[src/rtl/lane_burst_tx.sv]
// Eight-lane round-robin burst transmitter: grants one requesting lane, forwards up to
// MAX_BURST beats through a single output register, and ends early on in_last or idle timeout.
module lane_burst_tx #(
  parameter int MAX_BURST = 4,
  parameter int TIMEOUT   = 15
) (
  input  logic       clk,
  input  logic       rst_n,
  input  logic [7:0] req_i,
  input  logic       abort_i,
  output logic [7:0] grant_o,
  input  logic       in_valid_i,
  input  logic [7:0] in_data_i,
  input  logic       in_last_i,
  output logic       in_ready_o,
  output logic       out_valid_o,
  output logic [7:0] out_data_o,
  output logic [7:0] out_lane_o,
  output logic       out_last_o,
  input  logic       out_ready_i,
  output logic       err_o
);

  typedef enum logic [1:0] {IDLE, GRANT, BURST, DRAIN} state_t;

  state_t     state_q;
  logic [2:0] ptr_q;
  logic [2:0] gidx_q;
  logic [7:0] grant_q;
  logic [3:0] beat_cnt_q;
  logic [7:0] idle_cnt_q;
  logic       out_valid_q;
  logic [7:0] out_data_q;
  logic [7:0] out_lane_q;
  logic       out_last_q;
  logic       err_q;
  logic       started_q;

  logic [2:0] sel_idx_d;
  logic [7:0] idle_cnt_d;
  logic       accept;
  logic       last_beat;

  // Lowest offset from ptr wins, so iterate from the far end and let nearer hits overwrite.
  function automatic logic [2:0] first_req(input logic [7:0] req, input logic [2:0] ptr);
    logic [2:0] idx;
    logic [2:0] sel;
    sel = ptr;
    for (int i = 7; i >= 0; i--) begin
      idx = ptr + 3'(i);
      if (req[idx]) sel = idx;
    end
    return sel;
  endfunction

  assign in_ready_o = (state_q == BURST) && (!out_valid_q || out_ready_i);
  assign accept     = in_valid_i && in_ready_o;
  assign last_beat  = in_last_i || (beat_cnt_q == 4'(MAX_BURST - 1));
  assign idle_cnt_d = in_valid_i ? 8'd0 : idle_cnt_q + 8'd1;
  assign sel_idx_d  = first_req(req_i, ptr_q);

  assign grant_o     = grant_q;
  assign out_valid_o = out_valid_q;
  assign out_data_o  = out_data_q;
  assign out_lane_o  = out_lane_q;
  assign out_last_o  = out_last_q;
  assign err_o       = err_q;

  always_ff @(posedge clk or negedge rst_n) begin
    if (!rst_n) begin
      state_q     <= IDLE;
      ptr_q       <= 3'd0;
      gidx_q      <= 3'd0;
      grant_q     <= 8'd0;
      beat_cnt_q  <= 4'd0;
      idle_cnt_q  <= 8'd0;
      out_valid_q <= 1'b0;
      out_data_q  <= 8'd0;
      out_lane_q  <= 8'd0;
      out_last_q  <= 1'b0;
      err_q       <= 1'b0;
      started_q   <= 1'b0;
    end else begin
      started_q <= 1'b1;
      err_q     <= 1'b0;
      if (abort_i) begin
        state_q     <= IDLE;
        grant_q     <= 8'd0;
        out_valid_q <= 1'b0;
      end else begin
        case (state_q)
          IDLE: begin
            // started_q holds off the first grant until the second edge after reset release.
            if (started_q && (req_i != 8'd0)) begin
              gidx_q  <= sel_idx_d;
              grant_q <= 8'd1 << sel_idx_d;
              state_q <= GRANT;
            end
          end
          GRANT: begin
            beat_cnt_q <= 4'd0;
            idle_cnt_q <= 8'd0;
            state_q    <= BURST;
          end
          BURST: begin
            idle_cnt_q <= idle_cnt_d;
            if (out_valid_q && out_ready_i) out_valid_q <= 1'b0;
            if (accept) begin
              out_valid_q <= 1'b1;
              out_data_q  <= in_data_i;
              out_lane_q  <= grant_q;
              out_last_q  <= last_beat;
              beat_cnt_q  <= beat_cnt_q + 4'd1;
              if (last_beat) state_q <= DRAIN;
            end else if (idle_cnt_d == 8'(TIMEOUT)) begin
              err_q   <= 1'b1;
              state_q <= DRAIN;
            end
          end
          DRAIN: begin
            if (!out_valid_q || out_ready_i) begin
              out_valid_q <= 1'b0;
              grant_q     <= 8'd0;
              ptr_q       <= gidx_q + 3'd1;
              state_q     <= IDLE;
            end
          end
          default: state_q <= IDLE;
        endcase
      end
    end
  end

endmodule

[config.mk]
export PLATFORM = sky130hd
export DESIGN_NAME = lane_burst_tx
export DESIGN_NICKNAME = d
export VERILOG_FILES = /design/src/rtl/lane_burst_tx.sv
export SDC_FILE = /design/constraint.sdc
export NUM_CORES = 1
export LEC_CHECK = 0
export ABC_AREA = 1
export CAP_MARGIN = 5
export CORE_MARGIN = 2
export CORE_UTILIZATION = 45
export CTS_CLUSTER_DIAMETER = 60
export DETAILED_ROUTE_END_ITERATION = 12
export GPL_TIMING_DRIVEN = 0
export MAX_ROUTING_LAYER = met4
export PLACE_DENSITY = 0.77
export SLEW_MARGIN = 20
export SYNTH_ARGS = -nofsm -noshare
export SYNTH_HDL_FRONTEND = slang
export SYNTH_SLANG_ARGS = --single-unit
[constraint.sdc]
create_clock -name clk -period 3.1 [get_ports clk]
set_input_delay 0.62 -clock clk [delete_from_list [all_inputs] [get_ports clk]]
set_output_delay 0.62 -clock clk [all_outputs]
set_load 0.02 [all_outputs]
==> impl_table.tex, run 1 <==
\begin{tabular}{lr}
\hline
Metric & Value \\
\hline
\multicolumn{2}{l}{\textbf{STA}} \\
Final hold viol count & 0 \\
Final Critical Period & 2620 ps \\
Number of endpoints failing setup at the final stage & 0 \\
Setup TNS & 0 ps \\
Setup Skew & between 5 and 6 ps \\
Relative slew slack & 55.5\% \\
Final setup margin & 482 ps \\
Final Cycle Share & 84.5\% \\
Unrepaired setup endpoints after global routing & false \\
Final Max Tran Viols & 0 \\
Top achievable clock speed & around 380 MHz \\
Actual transition at the worst max-transition pin & around 670 ps \\
Hold slack & 337 ps \\
\multicolumn{2}{l}{\textbf{Cells and area}} \\
Layout Cells excl Fill & around 530 \\
Share of post-route cells with drive strength above 1 & 10.9\% \\
Number of inserted diodes & 0 \\
Commonest cells after routing, fill and taps aside & 145 x sky130\_fd\_sc\_hd\_\_nand2\_1, 48 x sky130\_fd\_sc\_hd\_\_dfrtp\_1, 47 x sky130\_fd\_sc\_hd\_\_clkdlybuf4s50\_1 \\
Area Overhead vs Synth & 24.6\% \\
Most common cell after layout, fill and taps aside & sky130\_fd\_sc\_hd\_\_nand2\_1 \\
Net count of the finished layout & $\sim$480 \\
Final core utilization & 57.3\% \\
\multicolumn{2}{l}{\textbf{Synth}} \\
Yosys warning count & 0 \\
Synth unique cells & 35 \\
Primary FF master, synth & sky130\_fd\_sc\_hd\_\_dfrtp\_1 \\
Synth Net Count & 422 \\
Cells after synthesis & 391 \\
EDFF count, synth & 0 \\
Share of the yosys chip area belonging to registers & 41.6\% \\
Synth async-reset ratio & 100\% \\
Post-Syn Area & between 0.002 and 0.003 mm2 \\
Total of flip-flops plus latches after synthesis & 48 \\
Post-synthesis area per instance & 7.38 um2 \\
\multicolumn{2}{l}{\textbf{Global route}} \\
Total congestion overflow & 0 \\
Wire length of the first global-routing pass & $\sim$11000 um \\
Antenna violations before repair & 0 \\
Maximum number of pins on one net before global-route repair & 28 \\
Via count of the first global-routing pass & 2520 \\
Total GRT Usage & 20.0\% \\
\multicolumn{2}{l}{\textbf{Drt}} \\
DR pass1 iterations & 5 \\
Routed via count divided by cell count & around 5.1 \\
DRC violation count after routing & 0 \\
Final WL & 6480 um \\
Total via count in the routed design & 2679 \\
First DRT Iteration DRCs & 151 \\
DRT antenna net count & 0 \\
Avg WL per Cell & between 10 and 15 um \\
\multicolumn{2}{l}{\textbf{Run status}} \\
Status & completed \\
\multicolumn{2}{l}{\textbf{Floorplan}} \\
Site Rows & 29 \\
Count of boundary I/O pins & 50 \\
Initial core utilization & 46.0\% \\
Vertical extent of the die & 84.1 um \\
Die Area & 0.00707 mm2 \\
Area of the placeable core & 0.00628 mm2 \\
Overall die width & 84.1 um \\
\multicolumn{2}{l}{\textbf{Setup path}} \\
Crit Path Max Fanout & 10 \\
Endpoint class of the critical path & flip-flop \\
Data arrival time of the worst path & 2810 ps \\
Critical path's slowest cell & sky130\_fd\_sc\_hd\_\_dfrtp\_1 \\
Required time reported for the critical path endpoint & 3300 ps \\
Delay of the slowest critical-path stage & about 530 ps \\
Ordered list of cells on the worst path & inv\_2 -> buf\_6 -> ha\_1 -> inv\_2 -> nand3\_1 -> nand3\_1 -> nand2\_1 -> a21oi\_1 -> nand2\_1 -> nand2\_1 -> nand2\_1 -> nand2\_1 -> nand2\_1 -> a21oi\_1 -> nor2\_2 -> nand2\_1 -> nand2\_1 \\
Number of cells traversed by the worst register-to-register path & 17 \\
Critical Path Most Common Cell & sky130\_fd\_sc\_hd\_\_nand2\_1 \\
Type of the worst setup path & flip-flop to flip-flop \\
Crit path launch type & flip-flop \\
\multicolumn{2}{l}{\textbf{CTS}} \\
CTS-repair resized insts & 0 \\
Clock buffer depth & 2 \\
Maximum level of the CTS H-tree & 2 \\
Number of buffers added by the clock tree synthesis step & 5 \\
Sinks on Clock Net & 48 \\
Root Buffer & sky130\_fd\_sc\_hd\_\_clkbuf\_8 \\
TritonCTS clock tree & yes \\
Setup repair bufs after CTS & 0 \\
Clock transition at the registers of the reported paths & about 90 ps \\
Skew-Pair Late Insertion Delay & $\sim$300 ps \\
Count of hold buffers inserted by post-cts repair & 0 \\
\multicolumn{2}{l}{\textbf{Place}} \\
Count of buffers from port buffering & 48 \\
Detail Placement HPWL & 5060 um \\
Worst-case setup slack after placement & 532 ps \\
Number of placed instances with taps included & 517 \\
Last weighted congestion value of the routability-driven placer & $\sim$0.92 \\
\multicolumn{2}{l}{\textbf{Power}} \\
Lkg Pwr & 1.78 nW \\
Pwr per Cell Area & between 1000 and 1500 mW/mm2 \\
Max VDD drop & between 500 and 600 uV \\
\multicolumn{2}{l}{\textbf{Hold path}} \\
Class of the tightest hold or removal check & primary input to asynchronous set/reset pin \\
\multicolumn{2}{l}{\textbf{Run}} \\
Number of maximum-capacitance violations & 0 \\
\hline
\end{tabular}
cells by family (layout without fill, tap and decap cells):
logic type                 after synthesis  in the layout  share of synthesized area, %
xor gates and xnor gates                 2              2                         0.868
other                                    1              1                         0.130
adders and majority gates                9              9                          3.90
buffers and inverters                   53            110                          7.72
and+or+nand+nor                        227            227                          35.5
AOI/OAI and AO/OA                       50             50                          9.89
DFF                                     48             48                          41.6
muxes                                    1              1                         0.347
cell type report:
cell class | instances | area, um2
Buffer | 6 | 41.3
Clock buffer | 5 | 68.8
Clock inverter | 3 | 42.5
Fill cell | 564 | 2680
Inverter | 47 | 181
Multi-Input combinational cell | 290 | 1460
Sequential cell | 48 | 1200
Tap cell | 77 | 96.3
Timing Repair Buffer | 49 | 503
Yosys cell counts (2+ instances only):
| cell | n | area share, % |
|---|---|---|
| sky130_fd_sc_hd__nand3_1 | 38 | 6.6 |
| sky130_fd_sc_hd__clkbuf_1 | 2 | 0.26 |
| sky130_fd_sc_hd__o21ai_0 | 14 | 2.4 |
| sky130_fd_sc_hd__nand3_2 | 6 | 2.1 |
| sky130_fd_sc_hd__ha_1 | 9 | 3.9 |
| sky130_fd_sc_hd__nand2_2 | 8 | 1.7 |
| sky130_fd_sc_hd__nand2_1 | 145 | 19 |
| sky130_fd_sc_hd__nor4_1 | 2 | 0.43 |
| sky130_fd_sc_hd__inv_2 | 7 | 0.91 |
| sky130_fd_sc_hd__nor3_1 | 6 | 1.0 |
| sky130_fd_sc_hd__a31oi_1 | 3 | 0.65 |
| sky130_fd_sc_hd__o21ai_1 | 6 | 1.0 |
| sky130_fd_sc_hd__nor2_4 | 2 | 0.78 |
| sky130_fd_sc_hd__o21ai_2 | 2 | 0.61 |
| sky130_fd_sc_hd__inv_1 | 38 | 4.9 |
| sky130_fd_sc_hd__o22ai_1 | 6 | 1.3 |
| sky130_fd_sc_hd__nor2_2 | 4 | 0.87 |
| sky130_fd_sc_hd__nor2_1 | 12 | 1.6 |
| sky130_fd_sc_hd__dfrtp_1 | 48 | 42 |
| sky130_fd_sc_hd__a21oi_1 | 16 | 2.8 |
| sky130_fd_sc_hd__buf_6 | 2 | 0.78 |
| sky130_fd_sc_hd__inv_4 | 2 | 0.43 |
final timing paths:
check | startpoint | endpoint | slack (ps)
setup / recovery | ptr_q[1] | grant_o[2] | 480
hold / removal | rst_n | out_data_o[6] | 340
setup reg to reg | ptr_q[1] | grant_o[2] | 480
hold reg to reg | out_data_o[4] | out_data_o[4] | 470
max in group asynchronous | rst_n | state_q[0] | 2230
min in group clk | out_data_o[4] | out_data_o[4] | 470
power by group:
| group | internal [mW] | leakage, nW | total [mW] | switching [mW] |
|---|---|---|---|---|
| clock | 0.239 | 0.0541 | 0.452 | 0.213 |
| combinational | 0.944 | 1.09 | 2.53 | 1.59 |
| sequential | 0.825 | 0.637 | 0.978 | 0.153 |
metrics by stage:
step	area (um2)	power, mW
floorplan	2890	2.83
finish	3600	3.96
detailed placement	3480	3.51
global placement	3460	3.46
global route	3600	4.35
CTS	3600	3.98
state kept, by name, indices dropped and copies added (netlist names):
signal,count
err_o,1
out_data_o,8
out_lane_o,8
grant_o,8
ptr_q,3
state_q,2
out_last_o,1
out_valid_o,1
started_q,1
gidx_q,3
beat_cnt_q,4
idle_cnt_q,8
per-layer routing:
layer	vias up	global-route usage (%)	part of all wire (%)
met5	-	-	0
met2	49	33.1	50
met3	9	3.26	3.3
li1	1369	-	-
met4	0	4.84	1.1
met1	1252	25.7	46
critical path: cells and delay by family, from the launching register on:
family / cells / cell delay, ps
AO/OA/AOI/OAI: 2 / 370
adder cells (fa/ha/maj): 1 / 380
buffers and inverters: 3 / 370
flip-flops: 1 / 530
AND/OR/NAND/NOR: 11 / 850
Power figures use the tool's default switching activity.
==> run 2: changes to the inputs <==
--- a/config.mk
+++ b/config.mk
@@ -13,7 +13,7 @@
 export DETAILED_ROUTE_END_ITERATION = 12
 export GPL_TIMING_DRIVEN = 0
 export MAX_ROUTING_LAYER = met4
-export PLACE_DENSITY = 0.77
+export PLACE_DENSITY = 0.79
 export SLEW_MARGIN = 20
 export SYNTH_ARGS = -nofsm -noshare
 export SYNTH_HDL_FRONTEND = slang
==> constraint.sdc (replaced) <==
create_clock -name clk -period 2.4 [get_ports clk]
set_input_delay 0.48 -clock clk [delete_from_list [all_inputs] [get_ports clk]]
set_output_delay 0.48 -clock clk [all_outputs]
set_load 0.02 [all_outputs]
==> run 2 against run 1 <==
Clock skew grew 1.7 ps. First-iteration DRC count is 8.6% higher. Wire length increased by 2.1%. Utilization is 0.74 points higher. Cell count rose by 0.38%. Fmax increased by 15%. Clock power increased by 25%. Non-clock buffer count grew 2. Register-to-register slack worse by 350 ps. Largest cell class unchanged.
==> impl_table.tex, run 2 (synthesis results as in run 1) <==
\begin{tabular}{lr}
\hline
Metric & Value \\
\hline
\multicolumn{2}{l}{\textbf{Run status}} \\
Status & completed (unchanged) \\
\multicolumn{2}{l}{\textbf{CTS}} \\
TritonCTS clock tree & yes (unchanged) \\
Number of buffers added by the clock tree synthesis step & 5 (unchanged) \\
Clock buffer depth & 2 (unchanged) \\
Maximum level of the CTS H-tree & 2 (unchanged) \\
Count of hold buffers inserted by post-cts repair & 0 (unchanged) \\
Clock transition at the registers of the reported paths & 90 ps (about the same) \\
Skew-Pair Late Insertion Delay & 290 ps (was 300 ps) \\
Sinks on Clock Net & 48 (unchanged) \\
Root Buffer & sky130\_fd\_sc\_hd\_\_clkbuf\_8 (unchanged) \\
\multicolumn{2}{l}{\textbf{Global route}} \\
Antenna violations before repair & 0 (unchanged) \\
Total GRT Usage & 19.5\% (was 20.0\%) \\
Via count of the first global-routing pass & 2476 (was 2520) \\
Maximum number of pins on one net before global-route repair & 29 (was 28) \\
Total congestion overflow & 0 (unchanged) \\
Wire length of the first global-routing pass & 11100 um (was 11300 um) \\
\multicolumn{2}{l}{\textbf{Setup path}} \\
Required time reported for the critical path endpoint & 2590 ps (was 3300 ps) \\
Number of cells traversed by the worst register-to-register path & 17 (unchanged) \\
Critical R2R Launch & ptr\_q[1] (unchanged) \\
Critical Path Most Common Cell & sky130\_fd\_sc\_hd\_\_nand2\_1 (unchanged) \\
Data arrival time of the worst path & 2460 ps (was 2810 ps) \\
Critical path's slowest cell & sky130\_fd\_sc\_hd\_\_dfrtp\_2 (was sky130\_fd\_sc\_hd\_\_dfrtp\_1) \\
Crit Path Max Fanout & 10 (unchanged) \\
Endpoint class of the critical path & flip-flop (unchanged) \\
Delay of the slowest critical-path stage & 420 ps (was 530 ps) \\
Internal reg-to-reg setup slack & 130 ps (was 480 ps) \\
Reg-to-reg endpoint & grant\_o[6] (was grant\_o[2]) \\
Type of the worst setup path & flip-flop to flip-flop (unchanged) \\
Crit path launch type & flip-flop (unchanged) \\
Ordered list of cells on the worst path & inv\_2 -> buf\_6 -> ha\_4 -> inv\_4 -> nand3\_1 -> nand3\_2 -> nand2\_1 -> a31oi\_1 -> nand2\_1 -> nand2\_1 -> nand2\_1 -> nand2\_1 -> nand2\_1 -> nand2\_2 -> inv\_1 -> nand2\_1 -> nand2\_1 (was inv\_2 -> buf\_6 -> ha\_1 -> inv\_2 -> nand3\_1 -> nand3\_1 -> nand2\_1 -> a21oi\_1 -> nand2\_1 -> nand2\_1 -> nand2\_1 -> nand2\_1 -> nand2\_1 -> a21oi\_1 -> nor2\_2 -> nand2\_1 -> nand2\_1) \\
\multicolumn{2}{l}{\textbf{Power}} \\
Max VDD drop & 641 uV (was 597 uV) \\
Pwr per Cell Area & 1450 mW/mm2 (was 1100 mW/mm2) \\
Lkg Pwr & 1.80 nW (was 1.78 nW) \\
\multicolumn{2}{l}{\textbf{Place}} \\
Count of buffers from port buffering & 48 (unchanged) \\
Detail Placement HPWL & 5110 um (was 5060 um) \\
Last weighted congestion value of the routability-driven placer & 0.902 (was 0.924) \\
Placed Instance Area & 0.00348 mm2 (unchanged) \\
\multicolumn{2}{l}{\textbf{Drt}} \\
Final WL & 6620 um (was 6480 um) \\
Total via count in the routed design & 2713 (was 2679) \\
DRC violation count after routing & 0 (unchanged) \\
DR pass1 iterations & 5 (unchanged) \\
Avg WL per Cell & 12.6 um (was 12.3 um) \\
Routed via count divided by cell count & 5.15 (was 5.10) \\
First DRT Iteration DRCs & 164 (was 151) \\
DRT antenna net count & 0 (unchanged) \\
\multicolumn{2}{l}{\textbf{Cells and area}} \\
Number of inserted diodes & 0 (unchanged) \\
Share of post-route cells with drive strength above 1 & 12.4\% (was 10.9\%) \\
Net count of the finished layout & 480 (was 478) \\
Most common cell after layout, fill and taps aside & sky130\_fd\_sc\_hd\_\_nand2\_1 (unchanged) \\
Area Overhead vs Synth & 26.2\% (was 24.6\%) \\
Commonest cells after routing, fill and taps aside & 144 x sky130\_fd\_sc\_hd\_\_nand2\_1, 47 x sky130\_fd\_sc\_hd\_\_dfrtp\_1, 46 x sky130\_fd\_sc\_hd\_\_clkdlybuf4s50\_1 (was 145 x sky130\_fd\_sc\_hd\_\_nand2\_1, 48 x sky130\_fd\_sc\_hd\_\_dfrtp\_1, 47 x sky130\_fd\_sc\_hd\_\_clkdlybuf4s50\_1) \\
Final cell area excluding filler cells & 0.00364 mm2 (was 0.00360 mm2) \\
\multicolumn{2}{l}{\textbf{STA}} \\
Actual transition at the worst max-transition pin & 686 ps (was 668 ps) \\
Final Max Tran Viols & 0 (unchanged) \\
Relative slew slack & 54.3\% (was 55.5\%) \\
Number of endpoints failing setup at the final stage & 0 (unchanged) \\
Final Critical Period & 2270 ps (was 2620 ps) \\
Final hold viol count & 0 (unchanged) \\
Setup Skew & 7.13 ps (was 5.40 ps) \\
Top achievable clock speed & 440 MHz (was 382 MHz) \\
Setup TNS & 0 ps (unchanged) \\
Final Cycle Share & 94.6\% (was 84.5\%) \\
\multicolumn{2}{l}{\textbf{Floorplan}} \\
Die Area & 0.00707 mm2 (unchanged) \\
Initial core utilization & 46.0\% (unchanged) \\
Area of the placeable core & 0.00628 mm2 (unchanged) \\
Overall die width & 84.1 um (unchanged) \\
Site Rows & 29 (unchanged) \\
Vertical extent of the die & 84.1 um (unchanged) \\
Count of boundary I/O pins & 50 (unchanged) \\
\multicolumn{2}{l}{\textbf{Run}} \\
Number of maximum-capacitance violations & 0 (unchanged) \\
\multicolumn{2}{l}{\textbf{Hold path}} \\
Class of the tightest hold or removal check & primary input to asynchronous set/reset pin (unchanged) \\
\hline
\end{tabular}
[run 2: cell count changes in the layout (fill, tap and decap cells not counted), sizes merged]
cell / delta
clkdlybuf4s50: -1
clkinvlp: -1
clkbuf: +1
buf: +2
dlymetal6s2s: +1
[run 2: report_power, final]
group          leakage, nW  internal, mW  switching [mW]  total, mW
sequential           0.636          1.07           0.179       1.25
clock               0.0552         0.309           0.255      0.565
combinational         1.11          1.29            2.19       3.47
[run 2: through the flow]
step | std cells | hold WS [ps] | setup slack [ps] | total power [mW] | utilization, %
after floorplan | 391 | 184 | 255 | 3.66 | -
after global placement | 516 | 452 | -447 | 4.47 | 55.2
after detailed placement | 517 | 458 | -177 | 4.57 | 55.5
after CTS | 526 | 238 | 12.9 | 5.17 | 57.4
after global routing | 527 | 260 | -35.7 | 5.74 | 58.0
final | 527 | 217 | 129 | 5.29 | 58.0
[run 2: final cells by class]
type | count | area, um2
Tap cell | 77 | 96.3
Clock inverter | 2 | 35.0
Clock buffer | 6 | 72.6
Fill cell | 574 | 2640
Buffer | 6 | 41.3
Inverter | 47 | 186
Sequential cell | 48 | 1200
Multi-Input combinational cell | 290 | 1490
Timing Repair Buffer | 51 | 520
[run 2: worst max-delay path: cells and delay by family, from the launching register on]
| family | cells | cell delay, ps |
|---|---|---|
| fa+ha+maj | 1 | 250 |
| flops | 1 | 420 |
| simple gates | 11 | 960 |
| buf+inv | 4 | 360 |
| compound gates | 1 | 150 |
[run 2: what timing repair did]
| action | CTS | global route |
|---|---|---|
| pin swaps | 0 | 2 |
| setup endpoints to repair | 11 | 13 |
| buffers inserted | 1 | 1 |
| resized for setup | 4 | 7 |
[run 2: worst max-delay path by stage]
stage                from             to  slack [ps]  depth (start not counted)
2_1_floorplan    ptr_q[1]     grant_o[5]         260                         17
3_3_place_gp        rst_n  idle_cnt_q[0]        -450                          1
3_5_place_dp     ptr_q[1]     grant_o[3]        -180                         14
4_1_cts        state_q[0]     in_ready_o          10                          5
5_1_grt          ptr_q[1]     grant_o[6]         -40                         20
6_report         ptr_q[1]     grant_o[6]         130                         17
[run 2: per-layer routing]
layer,global-route usage (%),part of all wire [%]
met1,25.6,44
met2,32.7,51
met3,3.36,4.9
met4,2.20,0.21
met5,-,0
==> run 3: changes to the inputs <==
--- a/config.mk
+++ b/config.mk
@@ -5,7 +5,7 @@
 export SDC_FILE = /design/constraint.sdc
 export NUM_CORES = 1
 export LEC_CHECK = 0
-export ABC_AREA = 1
+export ABC_AREA = 0
 export CAP_MARGIN = 5
 export CORE_MARGIN = 2
 export CORE_UTILIZATION = 45
@@ -13,7 +13,8 @@
 export DETAILED_ROUTE_END_ITERATION = 12
 export GPL_TIMING_DRIVEN = 0
 export MAX_ROUTING_LAYER = met4
-export PLACE_DENSITY = 0.79
+export PLACE_DENSITY = 0.76
+export RECOVER_POWER = 100
 export SLEW_MARGIN = 20
 export SYNTH_ARGS = -nofsm -noshare
 export SYNTH_HDL_FRONTEND = slang
==> constraint.sdc (replaced) <==
create_clock -name clk -period 2.3 [get_ports clk]
set_input_delay 0.46 -clock clk [delete_from_list [all_inputs] [get_ports clk]]
set_output_delay 0.46 -clock clk [all_outputs]
set_load 0.02 [all_outputs]
==> run 3 against run 2 <==
Area after synthesis grew 12%. Register-to-register slack worse by 1000 ps. Critical path type unchanged. Cell count shrank 10%. Sequential power is essentially flat. Fmax down 29%. The run now ends with negative setup slack left. Combinational power increased by 40%. Largest power group unchanged. Wire length increased by 21%. Global-route usage grew 1.1 points. Highest routed layer unchanged.
==> impl_table.tex, run 3 <==
\begin{tabular}{lr}
\hline
Metric & Value \\
\hline
\multicolumn{2}{l}{\textbf{CTS}} \\
Clock buffer depth & 2 (unchanged) \\
Maximum level of the CTS H-tree & 2 (unchanged) \\
Root Buffer & sky130\_fd\_sc\_hd\_\_clkbuf\_8 (unchanged) \\
Sinks on Clock Net & 48 (unchanged) \\
TritonCTS clock tree & yes (unchanged) \\
Clock transition at the registers of the reported paths & 90 ps (about the same) \\
Number of buffers added by the clock tree synthesis step & 5 (unchanged) \\
Skew-Pair Late Insertion Delay & 300 ps (was 290 ps) \\
\multicolumn{2}{l}{\textbf{Synth}} \\
EDFF count, synth & 0 (unchanged) \\
Primary FF master, synth & sky130\_fd\_sc\_hd\_\_dfrtp\_1 (unchanged) \\
Total of flip-flops plus latches after synthesis & 48 (unchanged) \\
Most used standard cell by instance count after synthesis & sky130\_fd\_sc\_hd\_\_dfrtp\_1 (was sky130\_fd\_sc\_hd\_\_nand2\_1) \\
Dominant cell type by area after synthesis & sky130\_fd\_sc\_hd\_\_dfrtp\_1 (unchanged) \\
Post-synthesis area per instance & 10.8 um2 (was 7.38 um2) \\
List of most frequent post-synthesis cells & 48 x sky130\_fd\_sc\_hd\_\_dfrtp\_1, 24 x sky130\_fd\_sc\_hd\_\_mux2\_2, 24 x sky130\_fd\_sc\_hd\_\_nand2\_1, 24 x sky130\_fd\_sc\_hd\_\_o21ai\_0, 19 x sky130\_fd\_sc\_hd\_\_mux2i\_1 (was 145 x sky130\_fd\_sc\_hd\_\_nand2\_1, 48 x sky130\_fd\_sc\_hd\_\_dfrtp\_1, 38 x sky130\_fd\_sc\_hd\_\_inv\_1, 38 x sky130\_fd\_sc\_hd\_\_nand3\_1, 16 x sky130\_fd\_sc\_hd\_\_a21oi\_1) \\
Synth unique cells & 63 (was 35) \\
Cells taking the most area after synthesis & sky130\_fd\_sc\_hd\_\_dfrtp\_1 37\%, sky130\_fd\_sc\_hd\_\_mux2\_2 8.4\%, sky130\_fd\_sc\_hd\_\_mux4\_2 6.3\% (was sky130\_fd\_sc\_hd\_\_dfrtp\_1 42\%, sky130\_fd\_sc\_hd\_\_nand2\_1 19\%, sky130\_fd\_sc\_hd\_\_nand3\_1 6.6\%) \\
Synth async-reset ratio & 100\% (unchanged) \\
Cells after synthesis & 298 (was 391) \\
Synth Net Count & 329 (was 422) \\
Post-Syn Area & 0.00322 mm2 (was 0.00289 mm2) \\
Share of the yosys chip area belonging to registers & 37.3\% (was 41.6\%) \\
Proportion of netlist area held by the largest area contributor & 37.3\% (was 41.6\%) \\
Yosys warning count & 0 (unchanged) \\
\multicolumn{2}{l}{\textbf{Drt}} \\
Avg WL per Cell & 16.9 um (was 12.6 um) \\
DRT antenna net count & 0 (unchanged) \\
DR pass1 iterations & 4 (was 5) \\
Final WL & 8010 um (was 6620 um) \\
First DRT Iteration DRCs & 196 (was 164) \\
DRC violation count after routing & 0 (unchanged) \\
Routed via count divided by cell count & 5.92 (was 5.15) \\
Total via count in the routed design & 2802 (was 2713) \\
\multicolumn{2}{l}{\textbf{Cells and area}} \\
Most common cell after layout, fill and taps aside & sky130\_fd\_sc\_hd\_\_dfrtp\_1 (was sky130\_fd\_sc\_hd\_\_nand2\_1) \\
Area Overhead vs Synth & 35.6\% (was 26.2\%) \\
Net count of the finished layout & 407 (was 480) \\
Share of post-route cells with drive strength above 1 & 28.9\% (was 12.4\%) \\
Final core utilization & 63.7\% (was 58.0\%) \\
Final cell area excluding filler cells & 0.00437 mm2 (was 0.00364 mm2) \\
FF/Latch Area & 0.00120 mm2 (about the same) \\
Number of inserted diodes & 0 (unchanged) \\
Multi-input combinational cell area & 0.00214 mm2 (was 0.00149 mm2) \\
Commonest cells after routing, fill and taps aside & 46 x sky130\_fd\_sc\_hd\_\_dfrtp\_1, 28 x sky130\_fd\_sc\_hd\_\_dlygate4sd3\_1, 24 x sky130\_fd\_sc\_hd\_\_nand2\_1 (was 144 x sky130\_fd\_sc\_hd\_\_nand2\_1, 47 x sky130\_fd\_sc\_hd\_\_dfrtp\_1, 46 x sky130\_fd\_sc\_hd\_\_clkdlybuf4s50\_1) \\
Filler cell count & 540 (was 574) \\
\multicolumn{2}{l}{\textbf{Floorplan}} \\
Die Area & 0.00786 mm2 (was 0.00707 mm2) \\
Overall die width & 88.6 um (was 84.1 um) \\
Count of boundary I/O pins & 50 (unchanged) \\
Site Rows & 30 (was 29) \\
Vertical extent of the die & 88.6 um (was 84.1 um) \\
Initial core utilization & 46.9\% (was 46.0\%) \\
Area of the placeable core & 0.00687 mm2 (was 0.00628 mm2) \\
\multicolumn{2}{l}{\textbf{Place}} \\
Count of buffers from port buffering & 49 (was 48) \\
Placed Instance Area & 0.00390 mm2 (was 0.00348 mm2) \\
Last weighted congestion value of the routability-driven placer & 0.930 (was 0.902) \\
Detail Placement HPWL & 5410 um (was 5110 um) \\
\multicolumn{2}{l}{\textbf{Power}} \\
Lkg Pwr & 1.91 nW (was 1.80 nW) \\
Pwr per Cell Area & 1510 mW/mm2 (was 1450 mW/mm2) \\
Max VDD drop & 563 uV (was 641 uV) \\
\multicolumn{2}{l}{\textbf{Setup path}} \\
Endpoint class of the critical path & flip-flop (unchanged) \\
Type of the worst setup path & flip-flop to flip-flop (unchanged) \\
Required time reported for the critical path endpoint & 2500 ps (was 2590 ps) \\
First element of the critical path & ptr\_q[1] (unchanged) \\
Crit Path Max Fanout & 5 (was 10) \\
Data arrival time of the worst path & 3410 ps (was 2460 ps) \\
Crit path launch type & flip-flop (unchanged) \\
Critical R2R Launch & ptr\_q[1] (unchanged) \\
\multicolumn{2}{l}{\textbf{Global route}} \\
Maximum number of pins on one net before global-route repair & 32 (was 29) \\
Wire length of the first global-routing pass & 12400 um (was 11100 um) \\
Via count of the first global-routing pass & 2625 (was 2476) \\
Total GRT Usage & 20.5\% (was 19.5\%) \\
Antenna violations before repair & 0 (unchanged) \\
Total congestion overflow & 0 (unchanged) \\
\multicolumn{2}{l}{\textbf{STA}} \\
Relative slew slack & 38.9\% (was 54.3\%) \\
Final hold viol count & 0 (unchanged) \\
Final setup margin & -905 ps (was 129 ps) \\
Setup TNS & -8350 ps (was 0 ps) \\
Actual transition at the worst max-transition pin & 916 ps (was 686 ps) \\
Final Critical Period & 3200 ps (was 2270 ps) \\
Setup Skew & 9.16 ps (was 7.13 ps) \\
Final Max Tran Viols & 0 (unchanged) \\
Top achievable clock speed & 312 MHz (was 440 MHz) \\
Final Cycle Share & 139\% (was 94.6\%) \\
Unrepaired setup endpoints after global routing & true \\
Number of endpoints failing setup at the final stage & 11 (was 0) \\
\multicolumn{2}{l}{\textbf{Hold path}} \\
Class of the tightest hold or removal check & primary input to asynchronous set/reset pin (unchanged) \\
\multicolumn{2}{l}{\textbf{Run}} \\
Number of maximum-capacitance violations & 0 (unchanged) \\
\multicolumn{2}{l}{\textbf{Run status}} \\
Status & finished with violations (was completed) \\
Failing checks & negative setup slack \\
\hline
\end{tabular}
[run 3: cell count changes after synthesis, sizes merged, moves of 6 or more]
cell	previous run	this run
a21oi	16	8
clkbuf	2	10
inv	47	9
mux2	0	27
mux2i	1	19
mux4	0	13
nand2	154	24
nand2b	0	6
nand3	45	7
nor2	18	11
o41ai	0	8
[run 3: cell families (layout without fill, tap and decap cells)]
kind of cell,Yosys count,after routing,share of synthesized area (%)
and+or+nand+nor,74,74,12.0
adders and majority gates,9,9,3.49
AOI/OAI and AO/OA,78,78,17.3
other,1,1,0.116
DFF,48,48,37.3
muxes,59,59,25.0
xor gates and xnor gates,5,5,1.36
buffers and inverters,24,103,3.53
[run 3: worst max-delay path, cell delays in order, from the launching register on]
cell and delay [ps]:
sky130_fd_sc_hd__dfrtp_2 430, sky130_fd_sc_hd__buf_8 130, sky130_fd_sc_hd__clkbuf_16 140, sky130_fd_sc_hd__clkinv_8 40, sky130_fd_sc_hd__ha_4 210, sky130_fd_sc_hd__buf_8 120
sky130_fd_sc_hd__buf_4 150, sky130_fd_sc_hd__mux4_2 320, sky130_fd_sc_hd__buf_4 150, sky130_fd_sc_hd__mux2i_1 130, sky130_fd_sc_hd__o211a_1 180, sky130_fd_sc_hd__or4_4 490
sky130_fd_sc_hd__and3_4 210, sky130_fd_sc_hd__buf_6 110, sky130_fd_sc_hd__o41ai_2 310
[run 3: per-stage QoR]
stage	std cells	power [mW]	setup slack [ps]	hold slack, ps
final	473	6.62	-905	272
after global routing	473	7.01	-932	372
after CTS	459	5.69	-884	91.3
after detailed placement	444	4.79	-1220	419
after global placement	443	4.70	-1160	466
after floorplan	298	3.87	-797	164
[run 3: per-layer routing]
metal / global-route usage (%) / wire length (um)
met1: 26.2 / 3280
met2: 34.1 / 4200
met3: 3.54 / 393
met4: 4.96 / 133
met5: - / 0
[run 3: repair_timing]
item	4_1_cts	5_1_grt
hold buffers	0	0
pin swaps	8	13
setup buffers	8	15
gates resized for setup	26	32
setup endpoints to repair	13	12
[run 3: power breakdown]
group	total (mW)	internal [mW]	switching (mW)
registers	1.27	1.09	0.180
logic	4.87	2.32	2.54
clock network	0.493	0.216	0.277
total	6.62	3.62	3.00
[run 3: path summary, 6_finish.rpt]
| path | end | slack, ps | cells past startpoint |
|---|---|---|---|
| worst max-delay path | grant_o[3] | -900 | 14 |
| worst min-delay path | err_o | 270 | 1 |
| worst max register to register | grant_o[3] | -900 | 14 |
| worst min register to register | ptr_q[0] | 490 | 1 |
| max in group asynchronous | ptr_q[1] | 710 | 2 |
| min in group clk | ptr_q[0] | 490 | 1 |
[run 3: cell type report]
| class | instances | area share, % |
|---|---|---|
| buffer | 13 | 2.43 |
| clock buffer | 6 | 1.66 |
| clock inverter | 2 | 0.372 |
| inverter | 9 | 1.14 |
| multi-input combinational | 226 | 48.9 |
| sequential | 48 | 27.5 |
| tap | 96 | 2.75 |
| timing repair buffer | 73 | 15.3 |
